**src/rtl/v6502_pkg.sv**
```systemverilog
// Shared widths and the fetch-state enum for the 6502 front end.
package v6502_pkg;

    localparam int unsigned PC_W      = 16;
    localparam int unsigned BYTE_W    = 8;
    localparam int unsigned PFQ_DEPTH = 16;
    localparam int unsigned PTR_W     = 4;
    localparam int unsigned CNT_W     = 5;

    typedef enum logic [1:0] {
        IDLE = 2'd0,
        WAIT = 2'd1,
        DROP = 2'd2
    } fetch_state_e;

endpackage

```
**src/rtl/pfq_ram.sv**
```systemverilog
// 16x8 byte store for the prefetch queue: one synchronous write port and
// three asynchronous read ports. Contents are deliberately not reset.
module pfq_ram
    import v6502_pkg::*;
(
    input  logic              clk_i,
    input  logic              we_i,
    input  logic [PTR_W-1:0]  waddr_i,
    input  logic [BYTE_W-1:0] wdata_i,
    input  logic [PTR_W-1:0]  raddr0_i,
    input  logic [PTR_W-1:0]  raddr1_i,
    input  logic [PTR_W-1:0]  raddr2_i,
    output logic [BYTE_W-1:0] rdata0_o,
    output logic [BYTE_W-1:0] rdata1_o,
    output logic [BYTE_W-1:0] rdata2_o
);

    logic [BYTE_W-1:0] mem_q [PFQ_DEPTH];

    always_ff @(posedge clk_i) begin
        if (we_i) begin
            mem_q[waddr_i] <= wdata_i;
        end
    end

    assign rdata0_o = mem_q[raddr0_i];
    assign rdata1_o = mem_q[raddr1_i];
    assign rdata2_o = mem_q[raddr2_i];

endmodule

```
**src/rtl/prefetch_queue.sv**
```systemverilog
// Byte prefetch queue feeding the decoder, with a single-outstanding-read fetch FSM.
// Optional deq_err output is built when PREFETCH_DEQ_CHECK_EN is defined.
module prefetch_queue
    import v6502_pkg::*;
#(
    parameter logic [PC_W-1:0] RESET_PC = 16'h0000,
    parameter int unsigned     DEPTH    = 16
) (
    input  logic              clk,
    input  logic              reset,
    output logic              mem_req,
    output logic [PC_W-1:0]   mem_addr,
    input  logic [BYTE_W-1:0] mem_rdata,
    input  logic              mem_valid,
    input  logic              flush,
    input  logic [PC_W-1:0]   flush_pc,
    input  logic              deq,
    input  logic [1:0]        deq_len,
`ifdef PREFETCH_DEQ_CHECK_EN
    output logic              deq_err,
`endif
    output logic [BYTE_W-1:0] out_b0,
    output logic [BYTE_W-1:0] out_b1,
    output logic [BYTE_W-1:0] out_b2,
    output logic [CNT_W-1:0]  out_count,
    output logic [PC_W-1:0]   out_pc
);

    localparam logic [CNT_W-1:0] FULL_CNT = CNT_W'(DEPTH);

    fetch_state_e state_q, state_d;

    logic [PTR_W-1:0] rd_ptr_q, rd_ptr_d;
    logic [PTR_W-1:0] wr_ptr_q, wr_ptr_d;
    logic [CNT_W-1:0] count_q, count_d;
    logic [PC_W-1:0]  fetch_pc_q, fetch_pc_d;
    logic [PC_W-1:0]  out_pc_q, out_pc_d;
    logic [PC_W-1:0]  drop_addr_q, drop_addr_d;

    logic             push;
    logic             deq_ok;
    logic [CNT_W-1:0] deq_amt;

    logic [BYTE_W-1:0] rd0, rd1, rd2;

    assign deq_amt = {{(CNT_W-2){1'b0}}, deq_len};
    // Flush wins over both push and deq; an ignored deq leaves everything untouched.
    assign push    = (state_q == WAIT) && mem_valid && !flush;
    assign deq_ok  = deq && !flush && (deq_amt <= count_q);

    // ------------------------------------------------------------------
    // Datapath next state
    // ------------------------------------------------------------------
    always_comb begin
        rd_ptr_d    = rd_ptr_q;
        wr_ptr_d    = wr_ptr_q;
        count_d     = count_q;
        fetch_pc_d  = fetch_pc_q;
        out_pc_d    = out_pc_q;
        drop_addr_d = drop_addr_q;

        if (flush) begin
            rd_ptr_d   = '0;
            wr_ptr_d   = '0;
            count_d    = '0;
            fetch_pc_d = flush_pc;
            out_pc_d   = flush_pc;
        end else begin
            if (push) begin
                wr_ptr_d   = wr_ptr_q + PTR_W'(1);
                fetch_pc_d = fetch_pc_q + PC_W'(1);
            end
            if (deq_ok) begin
                rd_ptr_d = rd_ptr_q + {{(PTR_W-2){1'b0}}, deq_len};
                out_pc_d = out_pc_q + {{(PC_W-2){1'b0}}, deq_len};
            end
            count_d = count_q + CNT_W'(push) - (deq_ok ? deq_amt : '0);
        end

        // The abandoned read keeps its address on the bus until it returns.
        if ((state_q == WAIT) && flush && !mem_valid) begin
            drop_addr_d = fetch_pc_q;
        end
    end

    always_ff @(posedge clk or posedge reset) begin
        if (reset) begin
            rd_ptr_q    <= '0;
            wr_ptr_q    <= '0;
            count_q     <= '0;
            fetch_pc_q  <= RESET_PC;
            out_pc_q    <= RESET_PC;
            drop_addr_q <= RESET_PC;
        end else begin
            rd_ptr_q    <= rd_ptr_d;
            wr_ptr_q    <= wr_ptr_d;
            count_q     <= count_d;
            fetch_pc_q  <= fetch_pc_d;
            out_pc_q    <= out_pc_d;
            drop_addr_q <= drop_addr_d;
        end
    end

    // ------------------------------------------------------------------
    // Fetch FSM
    // ------------------------------------------------------------------
    always_ff @(posedge clk or posedge reset) begin
        if (reset) begin
            state_q <= IDLE;
        end else begin
            state_q <= state_d;
        end
    end

    always_comb begin
        state_d = state_q;
        unique case (state_q)
            IDLE: begin
                if (flush || (count_q < FULL_CNT)) begin
                    state_d = WAIT;
                end
            end
            WAIT: begin
                if (mem_valid) begin
                    state_d = (count_d < FULL_CNT) ? WAIT : IDLE;
                end else if (flush) begin
                    state_d = DROP;
                end
            end
            DROP: begin
                if (mem_valid) begin
                    state_d = IDLE;
                end
            end
            default: state_d = IDLE;
        endcase
    end

    always_comb begin
        mem_req  = (state_q != IDLE);
        mem_addr = (state_q == DROP) ? drop_addr_q : fetch_pc_q;
    end

    // ------------------------------------------------------------------
    // Storage and decoder-facing outputs
    // ------------------------------------------------------------------
    pfq_ram u_ram (
        .clk_i    (clk),
        .we_i     (push),
        .waddr_i  (wr_ptr_q),
        .wdata_i  (mem_rdata),
        .raddr0_i (rd_ptr_q),
        .raddr1_i (rd_ptr_q + PTR_W'(1)),
        .raddr2_i (rd_ptr_q + PTR_W'(2)),
        .rdata0_o (rd0),
        .rdata1_o (rd1),
        .rdata2_o (rd2)
    );

    // Slots beyond the held byte count read as zero rather than stale RAM.
    assign out_b0    = (count_q > CNT_W'(0)) ? rd0 : '0;
    assign out_b1    = (count_q > CNT_W'(1)) ? rd1 : '0;
    assign out_b2    = (count_q > CNT_W'(2)) ? rd2 : '0;
    assign out_count = count_q;
    assign out_pc    = out_pc_q;

`ifdef PREFETCH_DEQ_CHECK_EN
    logic deq_err_q;

    always_ff @(posedge clk or posedge reset) begin
        if (reset) begin
            deq_err_q <= 1'b0;
        end else begin
            deq_err_q <= deq && !flush && (deq_amt > count_q);
        end
    end

    assign deq_err = deq_err_q;
`endif

endmodule

```
**config.mk**
```make
export PLATFORM = sky130hd
export DESIGN_NAME = prefetch_queue
export DESIGN_NICKNAME = d
export VERILOG_FILES = /design/src/rtl/v6502_pkg.sv /design/src/rtl/pfq_ram.sv /design/src/rtl/prefetch_queue.sv
export SDC_FILE = /design/constraint.sdc
export NUM_CORES = 1
export LEC_CHECK = 0
export CAP_MARGIN = 20
export CORE_ASPECT_RATIO = 0.9
export CORE_MARGIN = 2
export CORE_UTILIZATION = 45
export DETAILED_ROUTE_END_ITERATION = 10
export GPL_ROUTABILITY_DRIVEN = 0
export GPL_TIMING_DRIVEN = 0
export PLACE_DENSITY = 0.61
export SLEW_MARGIN = 20
export SYNTH_ARGS = -nofsm -noshare
export SYNTH_HDL_FRONTEND = slang
export SYNTH_SLANG_ARGS = --single-unit
```
**constraint.sdc**
```tcl
create_clock -name clk -period 3.4 [get_ports clk]
set_input_delay 0.51 -clock clk [delete_from_list [all_inputs] [get_ports clk]]
set_output_delay 0.51 -clock clk [all_outputs]
set_load 0.01 [all_outputs]
```
==> results.py <==
metrics = {
    "floorplanning": {
        "initial_utilization": 0.458,
        "die-height_microns": 150,
        "die_width_microns": 166,
        "die_area_sq_um": 25000,
        "boundaryPins": 93,
        "coreArea_sq_um": 23300,
        "rows": 53,
    },
    "logic_synthesis": {
        "ys_async_sr_fraction": 0.330,
        "yosys_most_used_dff": "sky130_fd_sc_hd__edfxtp_1",
        "synth_edf_count": 128,
        "ys_types": 53,
        "syn_area_per_cell_sq_um": 15.2,
        "seq_area_frac_synth": 0.507,
        "postSynthCellCount": 702,
        "yosys_register_bits": 191,
        "yosys_warnings": 0,
        "synthesis.area_sq_um": 10700,
        "synth_fp_nets": 757,
    },
    "finish": {
        "layout-area-overhead-vs-synth_pct": 21.2,
        "post-route-cell-area_sq_um": 13000,
        "proportion_of_layout_cells_with_a_drive_suffix_above_1": 0.276,
        "fin_nets": 879,
        "insertedDiodeCount": 0,
        "layoutNonFillerInstCount": 1139,
    },
    "global_route": {
        "grt_start_max_net_pins": 53,
        "grt_pass1_vias": 7359,
        "grt_pass1_wl_microns": 44900,
        "overall_global_routing_usage": 0.246,
        "gr_overflow_total": 0,
        "antenna_violations_before_repair": 0,
    },
    "timing": {
        "normalized_max_slew_margin": 0.310,
        "timing_worst_slew_pin_value_ns": 1.03,
        "layout_worst_path_cycle_share": 0.993,
        "worst_setup_skew_after_layout_ns": 0.0170,
        "finalHoldViolCount": 0,
        "fin_worst_hold_slack_ns": 0.332,
        "grt_setup_unrepaired": "true",
        "max_freq_ghz": 0.296,
        "finalWorstPathRequiredPeriod_ns": 3.38,
        "report.final.setup_viol": 0,
        "maxSlewViolCount": 0,
    },
    "power_and_ir_drop": {
        "vdd.ir_drop.worst_mv": 0.381,
        "share_seq_of_total_power": 0.340,
        "power.net_switching_mw": 2.88,
        "standby_leakage_power_nw": 4.63,
        "clock_network_fraction_of_design_power": 0.245,
        "pwr_density_cell_nw_per_um2": 655,
        "portion_of_total_power_attributed_to_combinational_logic": 0.415,
        "sw_frac_of_total": 0.339,
        "intPower_mw": 5.62,
    },
    "placement": {
        "cell_area_after_placement_sq_um": 12100,
        "buffer_ports.inserted": 92,
        "place.detailed.hpwl_microns": 21600,
        "place_inst": 1103,
    },
    "clock_tree": {
        "htree_levels": 4,
        "cts-buffers-inserted": 17,
        "clock-root-buffer": "sky130_fd_sc_hd__clkbuf_16",
        "cts.sink_count": 191,
        "tritoncts": "done",
        "cts_hold_buf": 0,
        "clock_insertion_delay_worst_skew_ns": 0.44,
        "clock_tree.buffer_depth": 2,
        "path_clk_slew_ns": 0.08,
    },
    "min_path": {
        "hold_removal_path_class": "in -> async",
    },
    "critical_path": {
        "crit_fanout": 10,
        "timing.rr.start": "out_count[0]",
        "capture_point_of_the_worst_path": "out_b0[1]",
        "crit_start": "rd_ptr_q[1]",
        "critPathRequiredTime_ns": 2.89,
        "worst_r2r_endpoint": "state_q[0]",
        "worst_ep_arrival_time_ns": 2.87,
        "timing.setup.critical_path_class": "reg -> out",
        "crit_path_start_kind": "register",
        "critPathCaptureType": "primary output",
        "reg2reg_depth": 15,
        "timing.reg2reg.setup_slack_ns": 0.23,
    },
    "route": {
        "routed_vias": 7062,
        "drt_iter0_markers": 714,
        "drt_pre_antenna_iters": 7,
        "finalWirelength_microns": 30200,
        "avgViaCountPerCell": 6.20,
        "wl_per_cell_microns": 26.5,
        "antenna_violating_nets_post_route": 0,
        "route.detailed.drc": 0,
    },
    "outcome": {
        "status": "finished, final reports clean",
    },
    "job": {
        "max_cap_viol_count": 0,
    },
}
==> synthesized netlist by cell type, types with 4 or more instances <==
cell type                  count  area share
sky130_fd_sc_hd__nand3_1      15      0.0070
sky130_fd_sc_hd__xor2_1       17       0.014
sky130_fd_sc_hd__xnor2_1      20       0.016
sky130_fd_sc_hd__buf_6         6      0.0063
sky130_fd_sc_hd__nor4_1        4      0.0023
sky130_fd_sc_hd__nor2_1       28      0.0098
sky130_fd_sc_hd__clkbuf_1     15      0.0053
sky130_fd_sc_hd__nand4b_1      5      0.0041
sky130_fd_sc_hd__and2_1       11      0.0064
sky130_fd_sc_hd__mux2_2       19       0.020
sky130_fd_sc_hd__inv_1        20      0.0070
sky130_fd_sc_hd__nand2_1      23      0.0081
sky130_fd_sc_hd__nand2b_1      7      0.0041
sky130_fd_sc_hd__buf_4         5      0.0035
sky130_fd_sc_hd__buf_2        19      0.0089
sky130_fd_sc_hd__dfrtp_1      63        0.15
sky130_fd_sc_hd__a21boi_1      6      0.0042
sky130_fd_sc_hd__mux2_1       25       0.026
sky130_fd_sc_hd__mux4_2       96        0.20
sky130_fd_sc_hd__o22ai_1      24       0.014
sky130_fd_sc_hd__edfxtp_1    128        0.36
sky130_fd_sc_hd__ha_1         21       0.025
sky130_fd_sc_hd__nand4_1      10      0.0059
sky130_fd_sc_hd__mux2i_1      50       0.047
sky130_fd_sc_hd__a21oi_1      18      0.0084
==> how the worst min path moves through the flow <==
stage / slack (ns) / depth (start not counted) / to / startpoint
after floorplan: 0.45 / 1 / drop_addr_q[10] / drop_addr_q[10]
after global placement: 0.46 / 1 / drop_addr_q[14] / drop_addr_q[14]
after detailed placement: 0.47 / 1 / drop_addr_q[6] / drop_addr_q[6]
after CTS: 0.32 / 2 / out_pc[15] / reset
after global routing: 0.33 / 2 / out_pc[15] / reset
final: 0.33 / 2 / out_count[2] / reset
==> area by class of cell <==
class	count	area (sq um)
flip-flops and latches	191	5420
inverters	23	88.8
fillers	1881	10400
well taps	302	378
multi-input cells	440	5040
clock buffers	21	503
plain buffers	44	362
clock inverters	11	110
repair buffers	107	1060
==> cells in the final DEF (no fill, tap or decap), types with 6 or more instances in the layout <==
| cell | synthesis | routed |
|---|---|---|
| sky130_fd_sc_hd__mux2_2 | 19 | 19 |
| sky130_fd_sc_hd__xor2_1 | 17 | 17 |
| sky130_fd_sc_hd__clkbuf_1 | 15 | 9 |
| sky130_fd_sc_hd__dlymetal6s2s_1 | 0 | 8 |
| sky130_fd_sc_hd__nand3_1 | 15 | 15 |
| sky130_fd_sc_hd__buf_4 | 5 | 21 |
| sky130_fd_sc_hd__mux2_1 | 25 | 25 |
| sky130_fd_sc_hd__o22ai_1 | 24 | 22 |
| sky130_fd_sc_hd__clkdlybuf4s50_1 | 0 | 81 |
| sky130_fd_sc_hd__nand2_1 | 23 | 21 |
| sky130_fd_sc_hd__a21oi_1 | 18 | 18 |
| sky130_fd_sc_hd__ha_1 | 21 | 20 |
| sky130_fd_sc_hd__nand4_1 | 10 | 10 |
| sky130_fd_sc_hd__mux4_2 | 96 | 96 |
| sky130_fd_sc_hd__clkbuf_16 | 0 | 19 |
| sky130_fd_sc_hd__a21boi_1 | 6 | 6 |
| sky130_fd_sc_hd__and2_1 | 11 | 11 |
| sky130_fd_sc_hd__edfxtp_1 | 128 | 128 |
| sky130_fd_sc_hd__mux2i_1 | 50 | 45 |
| sky130_fd_sc_hd__nor2_1 | 28 | 28 |
| sky130_fd_sc_hd__dfrtp_1 | 63 | 60 |
| sky130_fd_sc_hd__xnor2_1 | 20 | 19 |
| sky130_fd_sc_hd__buf_2 | 19 | 11 |
| sky130_fd_sc_hd__inv_1 | 20 | 20 |
==> cell families (layout without fill, tap and decap cells) <==
group / count (synthesis) / count (layout) / share of synthesized area
buffers and inverters: 71 / 206 / 0.0331
AOI/OAI and AO/OA: 62 / 62 / 0.0364
DFF: 191 / 191 / 0.507
and+or+nand+nor: 126 / 126 / 0.0653
muxes: 190 / 190 / 0.295
xor gates and xnor gates: 38 / 38 / 0.0329
adders and majority gates: 24 / 24 / 0.0302
==> state kept, by name (all words and copies together) (netlist names) <==
| signal | cells |
|---|---|
| wr_ptr_q | 4 |
| rd_ptr_q | 4 |
| drop_addr_q | 16 |
| out_pc | 16 |
| out_count | 5 |
| u_ram.mem_q | 128 |
| state_q | 2 |
| fetch_pc_q | 16 |
==> worst max-delay path: stages (launching register included) <==
cell	delay, ns
sky130_fd_sc_hd__dfrtp_2	0.45
sky130_fd_sc_hd__clkbuf_1	0.23
sky130_fd_sc_hd__clkbuf_2	0.38
sky130_fd_sc_hd__mux4_2	0.38
sky130_fd_sc_hd__mux2i_2	0.25
sky130_fd_sc_hd__o22ai_1	0.20
sky130_fd_sc_hd__clkdlybuf4s50_1	0.53
==> layer usage <==
layer  global-route usage  routed length (microns)  up-vias
li1                     -                        -     3028
met1                0.347                    12500     3608
met2                0.389                    14200      370
met3               0.0442                     2800       56
met4               0.0862                      726        0
met5                    0                        0        -
==> power groups by stage <==
stage                     clock (mW)  combinational, mW  sequential (mW)
after floorplan                    0               1.98             2.89
after global placement             0               3.25             2.92
after detailed placement           0               3.33             2.93
after CTS                       2.11               3.49             2.89
after global routing            2.20               3.74             2.92
final                           2.08               3.52             2.88
==> per-stage QoR <==
stage	power, mW	TNS, ns	utilization	setup slack, ns
after detailed placement	6.26	-2.87	0.518	-0.902
final	8.49	0	0.555	0.0231
after global placement	6.16	-25.92	0.514	-0.890
after global routing	8.86	-0.0275	0.555	-0.0275
after floorplan	4.88	0	-	0.311
after CTS	8.48	0	0.550	0.00568
==> repair_timing <==
action,4_1_cts,5_1_grt
pin swaps,0,1
gates cloned,0,0
setup buffers,1,7
gates resized for setup,44,23
endpoints found under the setup margin,26,19
(Power assumes the default switching activity.)
